## src/rtl/apb_slave_mem_if.sv

```systemverilog
// APB bus signals between the bridge and one slave memory instance.
interface apb_slave_mem_if #(
  parameter int ADDR_W = 5,
  parameter int DATA_W = 32
) ();
  logic              psel;
  logic              penable;
  logic              pwrite;
  logic [ADDR_W-1:0] paddr;
  logic [DATA_W-1:0] pwdata;
  logic              pready;
  logic [DATA_W-1:0] prdata;

  modport master (
    output psel, penable, pwrite, paddr, pwdata,
    input  pready, prdata
  );

  modport slave (
    input  psel, penable, pwrite, paddr, pwdata,
    output pready, prdata
  );
endinterface

```

## src/rtl/apb_slave_mem.sv

```systemverilog
// APB slave word memory with a programmable number of wait states.
// Address, direction and write data are latched in SETUP so that bus
// changes during ACCESS cannot alter the transfer being committed.
module apb_slave_mem #(
  parameter int DATA_W      = 32,
  parameter int ADDR_W      = 5,
  parameter int DEPTH       = 32,
  parameter int WAIT_STATES = 1
) (
  input  logic           pclk,
  input  logic           Reset_n,
  apb_slave_mem_if.slave bus
);

  localparam int IDX_W = (DEPTH > 1) ? $clog2(DEPTH) : 1;

  typedef enum logic [1:0] {IDLE, SETUP, ACCESS, DONE} state_t;

  state_t            state;
  logic [ADDR_W-1:0] addr_q;
  logic              write_q;
  logic [DATA_W-1:0] wdata_q;
  logic [3:0]        wait_cnt;
  logic              pready_q;
  logic [DATA_W-1:0] prdata_q;
  logic [DATA_W-1:0] mem [DEPTH];

  logic              in_range;
  logic [IDX_W-1:0]  idx;

  // Out-of-range addresses are rejected before the truncated index is used,
  // so high addresses never alias onto implemented words.
  assign in_range = (32'(addr_q) < 32'(DEPTH));
  assign idx      = addr_q[IDX_W-1:0];

  assign bus.pready = pready_q;
  assign bus.prdata = prdata_q;

  // Transfer FSM, wait counter, memory array and registered outputs.
  always_ff @(posedge pclk) begin
    if (!Reset_n) begin
      state    <= IDLE;
      addr_q   <= '0;
      write_q  <= 1'b0;
      wdata_q  <= '0;
      wait_cnt <= '0;
      pready_q <= 1'b0;
      prdata_q <= '0;
      for (int i = 0; i < DEPTH; i++) begin
        mem[i] <= '0;
      end
    end else begin
      case (state)
        IDLE: begin
          pready_q <= 1'b0;
          if (bus.psel && !bus.penable) begin
            state   <= SETUP;
            addr_q  <= bus.paddr;
            write_q <= bus.pwrite;
            wdata_q <= bus.pwdata;
          end
        end

        SETUP: begin
          if (!bus.psel) begin
            state <= IDLE;
          end else if (bus.penable) begin
            state    <= ACCESS;
            wait_cnt <= 4'(WAIT_STATES);
          end else begin
            addr_q  <= bus.paddr;
            write_q <= bus.pwrite;
            wdata_q <= bus.pwdata;
          end
        end

        ACCESS: begin
          if (!bus.psel) begin
            state <= IDLE;
          end else if (wait_cnt != 4'd0) begin
            wait_cnt <= wait_cnt - 4'd1;
          end else begin
            if (write_q) begin
              if (in_range) begin
                mem[idx] <= wdata_q;
              end
              prdata_q <= '0;
            end else begin
              prdata_q <= in_range ? mem[idx] : '0;
            end
            pready_q <= 1'b1;
            state    <= DONE;
          end
        end

        DONE: begin
          pready_q <= 1'b0;
          if (bus.psel && !bus.penable) begin
            state   <= SETUP;
            addr_q  <= bus.paddr;
            write_q <= bus.pwrite;
            wdata_q <= bus.pwdata;
          end else begin
            state <= IDLE;
          end
        end

        default: state <= IDLE;
      endcase
    end
  end

endmodule

```

## src/flat_wrapper.sv

```systemverilog
// flat-port wrapper written by rule: the top's interface ports become plain ports
module apb_slave_mem_flat 
#(
  parameter int DATA_W      = 32,
  parameter int ADDR_W      = 5,
  parameter int DEPTH       = 32,
  parameter int WAIT_STATES = 1
)
  (pclk, Reset_n, bus_psel, bus_penable, bus_pwrite, bus_paddr, bus_pwdata, bus_pready, bus_prdata);
  apb_slave_mem_if #(.ADDR_W(ADDR_W), .DATA_W(DATA_W)) bus_i ();
  input  logic pclk;
  input  logic Reset_n;
  input wire logic [$bits(bus_i.psel)-1:0] bus_psel;
  input wire logic [$bits(bus_i.penable)-1:0] bus_penable;
  input wire logic [$bits(bus_i.pwrite)-1:0] bus_pwrite;
  input wire logic [$bits(bus_i.paddr)-1:0] bus_paddr;
  input wire logic [$bits(bus_i.pwdata)-1:0] bus_pwdata;
  output wire logic [$bits(bus_i.pready)-1:0] bus_pready;
  output wire logic [$bits(bus_i.prdata)-1:0] bus_prdata;
  assign bus_i.psel = bus_psel;
  assign bus_i.penable = bus_penable;
  assign bus_i.pwrite = bus_pwrite;
  assign bus_i.paddr = bus_paddr;
  assign bus_i.pwdata = bus_pwdata;
  assign bus_pready = bus_i.pready;
  assign bus_prdata = bus_i.prdata;
  apb_slave_mem #(.DATA_W(DATA_W), .ADDR_W(ADDR_W), .DEPTH(DEPTH), .WAIT_STATES(WAIT_STATES)) u_core (.pclk(pclk), .Reset_n(Reset_n), .bus(bus_i));
endmodule
```

## config.mk

```make
export PLATFORM = sky130hd
export DESIGN_NAME = apb_slave_mem_flat
export DESIGN_NICKNAME = d
export VERILOG_FILES = /design/src/rtl/apb_slave_mem_if.sv /design/src/rtl/apb_slave_mem.sv /design/src/flat_wrapper.sv
export SDC_FILE = /design/constraint.sdc
export NUM_CORES = 1
export LEC_CHECK = 0
export ABC_CLOCK_PERIOD_IN_PS = 5700
export BUFFER_PORTS_ARGS = -buffer_cell sky130_fd_sc_hd__buf_2
export CAP_MARGIN = 20
export CORE_UTILIZATION = 60
export DETAILED_ROUTE_END_ITERATION = 7
export PLACE_DENSITY = 0.75
export SYNTH_ARGS = -nofsm -noshare
export SYNTH_HDL_FRONTEND = slang
export SYNTH_SLANG_ARGS = --single-unit
```

## constraint.sdc

```tcl
create_clock -name pclk -period 5.7 [get_ports pclk]
set_clock_uncertainty 0.2 [all_clocks]
set_input_delay 0.285 -clock pclk [delete_from_list [all_inputs] [get_ports pclk]]
set_output_delay 0.285 -clock pclk [all_outputs]
set_load 0.01 [all_outputs]
```

# Word-level counts from Yosys, hierarchy flattened
# Memories as Yosys holds them, arrays and structs flattened. A register that Yosys moved wholly into a read port is not among the register bits.
# Cells that the tools add are included.
# totals
mem_count,1
register_bits,77
latch_bits,0
ram_bits,1024
mem_bits_ro,0
input_bits,42
# classes
n_shift,0
magnitude_cmp,0
n_mul,0
n_eq_ne,13
reduce_logical,14
bitwise,1
addsub,1
div_mod_pow,0
n_mux,40
# mem_list
memory,depth,width,rd,rd_clocked_by_memory_dff,wr,line,source
u_core.mem,32,32,1,1,32,apb_slave_mem.sv:26,logic [DATA_W-1:0] mem [DEPTH];
# op_table
op,n
$mux W32,5
$pmux W32 S2,1
$reduce_or A32 Y1,1
$mux W5,6
$mux W4,4
$mux W1,14
$mux W2,5
$ne A2 B2 Y1 const B,5
$pmux W5 S2,1
$reduce_and A3 Y1,3
$pmux W2 S4,1
$pmux W4 S2,1
$ne A2 B1 Y1 const B,3
$ne A3 B3 Y1 const B,2
$reduce_bool A2 Y1,3
$reduce_and A5 Y1,1
$eq A2 B2 Y1 const B,2
$pmux W1 S2,2
$reduce_and A4 Y1,1
$reduce_bool A4 Y1,1
$sub A4 B1 Y4 const B,1
$eq A2 B1 Y1 const B,1
$logic_not A2 Y1,1
$reduce_or A2 Y1,1
other kinds (3),3

# Longest topological paths before layout
# logic_depth
ltp_word,8
mapped_depth,10
mapped_depth_nobuf,7

# Worst setup path after synthesis
# No wires, ideal clock.
# synth_timing
kind,register to register
start,register u_core.state[0]
end,memory u_core.mem[29][0] (enable)
n_path_buf,2
arrival_time_ns,3.807
stages_incl_launch_ff,9
setup_time_ns,0.466
synth_period_minus_slack_ns,4.472
required_time_ns,5.034
setup_slack_ns,1.228
cell_sequence,dfxtp_1 inv_1 ha_1 buf_2 nand4bb_4 nor2_4 nand4b_2 buf_6 o21ai_0
# synth_lines
item,line,source
"start, declared",apb_slave_mem.sv:19,state_t state;
"start signal, assigned",apb_slave_mem.sv:42,state <= IDLE;
"start signal, assigned",apb_slave_mem.sv:57,state <= SETUP;
"start signal, assigned",apb_slave_mem.sv:66,state <= IDLE;
"end, declared",apb_slave_mem.sv:26,

==> run metrics <==
clk root buf clkbuf_16; # rows 105; Slew @ Worst Pin 1.10 ns; largest net degree at the start of global routing 114; initial antenna violation count 14; Seq/Total Area, Yosys 0.649; fin crit share 0.694; Tmin final 3.96 ns; asr flop ratio synth 0; Initial DRT Pass Iterations 7; status completed; nets 3641; wire length per cell 28.9 µm; worst setup margin 1.74 ns; vias in the first global route 30200; CP Cell Sequence buf_4 -> inv_1 -> buf_4 -> nor2_4 -> a22oi_1 -> a21oi_1 -> o31ai_2; Final Instance Count excl. Fillers 4757; peak supply drop 0.273 mV; unique cell type count in the Yosys netlist 54; Starting Density 0.607; die width 290 µm; sw frac 0.232; Max Slew Vio Count 0; via count 30400; die area 0.0844 mm²; layout cells sized above 1 0.135; total count of hold-check failures in the final report 0; final instance area 0.0555 mm²; Clock Latency Late Sink 0.69 ns; Cell Area, Synth 0.0499 mm²; Worst-path clk slew 0.06 ns; Syn Nets 3650; DP Cell Count 4498; CTS Buffer Depth 3; clock sinks 1106; RSZ-0062 raised after global routing false; CP peak stage delay 0.84 ns; Syn Area/Cell 13.9 µm²; core area 0.0822 mm²; dpl ws 1.86 ns; crit path launch type register; Die Ht 290 µm; Port Buffer Count 74; Via density 6.39; post-CTS setup buffers 0; slowest cell on the critical path nor2_4; Max-Cap Viols 0; DP HPWL 80300 µm; kind of critical path register to register; Routed Antenna Nets 0; DR iter-0 viols 3669; Flop pwr share 0.527; Slew HR 0.265; flops & latches, synth 1106; Syn Inst Count 3600; final WL 138000 µm; internal power 13600 µW; CTS tree built; HP Class primary input to register; Worst EP arrival 4.29 ns; final-report setup violation count 0; Fmax 253 MHz; placed standard-cell area 0.0514 mm²; Leak 0.0195 µW; I/O Pins 75; H-tree levels 3; most used cell, CP buf_4; DR DRC count 0; sw power 4110 µW; Setup crit end kind register; Clock power frac 0.405; Post-synth EDFFs 1024; Comb power frac 0.068; gpl congestion 0.885; Syn. warnings 0; final global-route overflow total 0; area grow syn2layout 11.2%; top_reg_cell synth edfxtp_1; Inserted Clock Buffers 109; P per Cell Area 320 mW/mm²; Final TNS setup 0 ns; first-pass GRT wire length 200000 µm; Crit Path Max Fanout 37; Req. time, crit path 6.03 ns; Total Routing Usage GR 0.325
[logic make-up (layout without fill, tap and decap cells)]
family | after synthesis | after routing | synth area share
and+or+nand+nor | 1283 | 1283 | 0.154
DFF | 1106 | 1106 | 0.649
muxes | 450 | 450 | 0.106
AOI/OAI and AO/OA | 402 | 402 | 0.0540
buffers and inverters | 349 | 435 | 0.0345
adders and majority gates | 8 | 8 | 0.00201
xor gates and xnor gates | 2 | 2 | 0.000351
other | 0 | 1 | 0
[through the flow]
step	power, µW	hold slack (ns)	utilization
floorplan	10100	0.221	-
global placement	10600	0.262	0.621
detailed placement	10700	0.270	0.624
CTS	17700	0.161	0.673
global route	18100	0.200	0.675
finish	17700	0.190	0.675
[state kept, by name, indices dropped and copies added, names as in the netlist, named ones only]
name and cells:
u_core.wdata_q 32, u_core.mem 1024, u_core.state 2, u_core.bus.pready 1
u_core.write_q 1, u_core.bus.prdata 32, u_core.wait_cnt 4, u_core.addr_q 5
[cell usage after synthesis, types with 4 or more instances]
| cell | number | area share |
|---|---|---|
| nand3b_1 | 5 | 0.00075 |
| buf_2 | 30 | 0.0030 |
| a21oi_1 | 74 | 0.0074 |
| inv_1 | 6 | 0.00045 |
| buf_8 | 4 | 0.0012 |
| o22ai_1 | 66 | 0.0083 |
| mux4_2 | 64 | 0.029 |
| a221oi_1 | 32 | 0.0056 |
| nand2_1 | 115 | 0.0086 |
| a22oi_1 | 96 | 0.014 |
| o211ai_1 | 32 | 0.0048 |
| mux2i_1 | 386 | 0.077 |
| buf_4 | 17 | 0.0026 |
| buf_1 | 5 | 0.00038 |
| dfxtp_1 | 82 | 0.033 |
| edfxtp_1 | 1024 | 0.62 |
| and3_1 | 32 | 0.0040 |
| nand3_1 | 6 | 0.00060 |
| clkbuf_1 | 207 | 0.016 |
| o31ai_1 | 18 | 0.0027 |
| nor2_1 | 65 | 0.0049 |
| o21ai_1 | 4 | 0.00040 |
| o31ai_2 | 14 | 0.0035 |
| nor2_2 | 4 | 0.00050 |
| ha_1 | 8 | 0.0020 |
| buf_6 | 23 | 0.0052 |
| and2_1 | 1025 | 0.13 |
| clkbuf_2 | 52 | 0.0052 |
| nor2_4 | 6 | 0.0014 |
| o21ai_0 | 61 | 0.0061 |
[power groups by stage]
stage,clock network [µW],registers (µW),logic [µW]
after floorplan,0,9370,752
after global placement,0,9500,1090
after detailed placement,0,9520,1140
after CTS,7200,9350,1170
after global routing,7510,9370,1250
final,7190,9350,1200
[critical path: cells and delay by family (launching register included)]
kind / cells / cell delay, ns
buffers and inverters: 3 / 1.32
AO/OA/AOI/OAI: 3 / 0.98
AND/OR/NAND/NOR: 1 / 0.84
flip-flops: 1 / 0.34
[metal layers]
layer,track usage,up-vias,wire [µm]
li1,-,13000,-
met1,0.436,15300,51800
met2,0.518,1745,65100
met3,0.0671,303,14700
met4,0.142,8,6090
met5,0,-,49
[cells in the final DEF, fill, tap and decap left out, types with 33 or more instances in the layout]
| cell | count |
|---|---|
| buf_4 | 82 |
| buf_2 | 73 |
| dfxtp_1 | 56 |
| clkbuf_1 | 33 |
| clkbuf_16 | 113 |
| o22ai_1 | 66 |
| dlygate4sd3_1 | 45 |
| a22oi_1 | 96 |
| a21oi_1 | 74 |
| nor2_1 | 59 |
| nand2_1 | 115 |
| mux2i_1 | 386 |
| and2_1 | 1025 |
| mux4_2 | 64 |
| edfxtp_1 | 1024 |
[final cells by class]
class                      count  area (µm²)
fill                        5563       26700
antenna                        1        2.50
sequential                  1106       32400
inverter                       7        26.3
tap                         1070        1340
multi-input combinational   2145       16200
timing repair buffer         222        1920
clock inverter                53         500
clock buffer                 153        3050
[what timing repair did]
item	in CTS	in global routing
resized for setup	0	0
hold buffers	45	0
endpoints found under the hold margin	48	0
[path summary, 6_finish.rpt]
| path | start | end | slack (ns) | cells past startpoint |
|---|---|---|---|---|
| worst max-delay path | register | u_core.bus.prdata[2]$_SDFFE_PN0P_ | 1.74 | 7 |
| worst min-delay path | bus_pwdata[17] | u_core.wdata_q[17]$_SDFFE_PN0P_ | 0.19 | 4 |
| worst max register to register | register | u_core.bus.prdata[2]$_SDFFE_PN0P_ | 1.74 | 7 |
| worst min register to register | u_core.bus.prdata[27]$_SDFFE_PN0P_ | u_core.bus.prdata[27]$_SDFFE_PN0P_ | 0.28 | 2 |
Note: power is estimated with default switching activity, not from simulation.
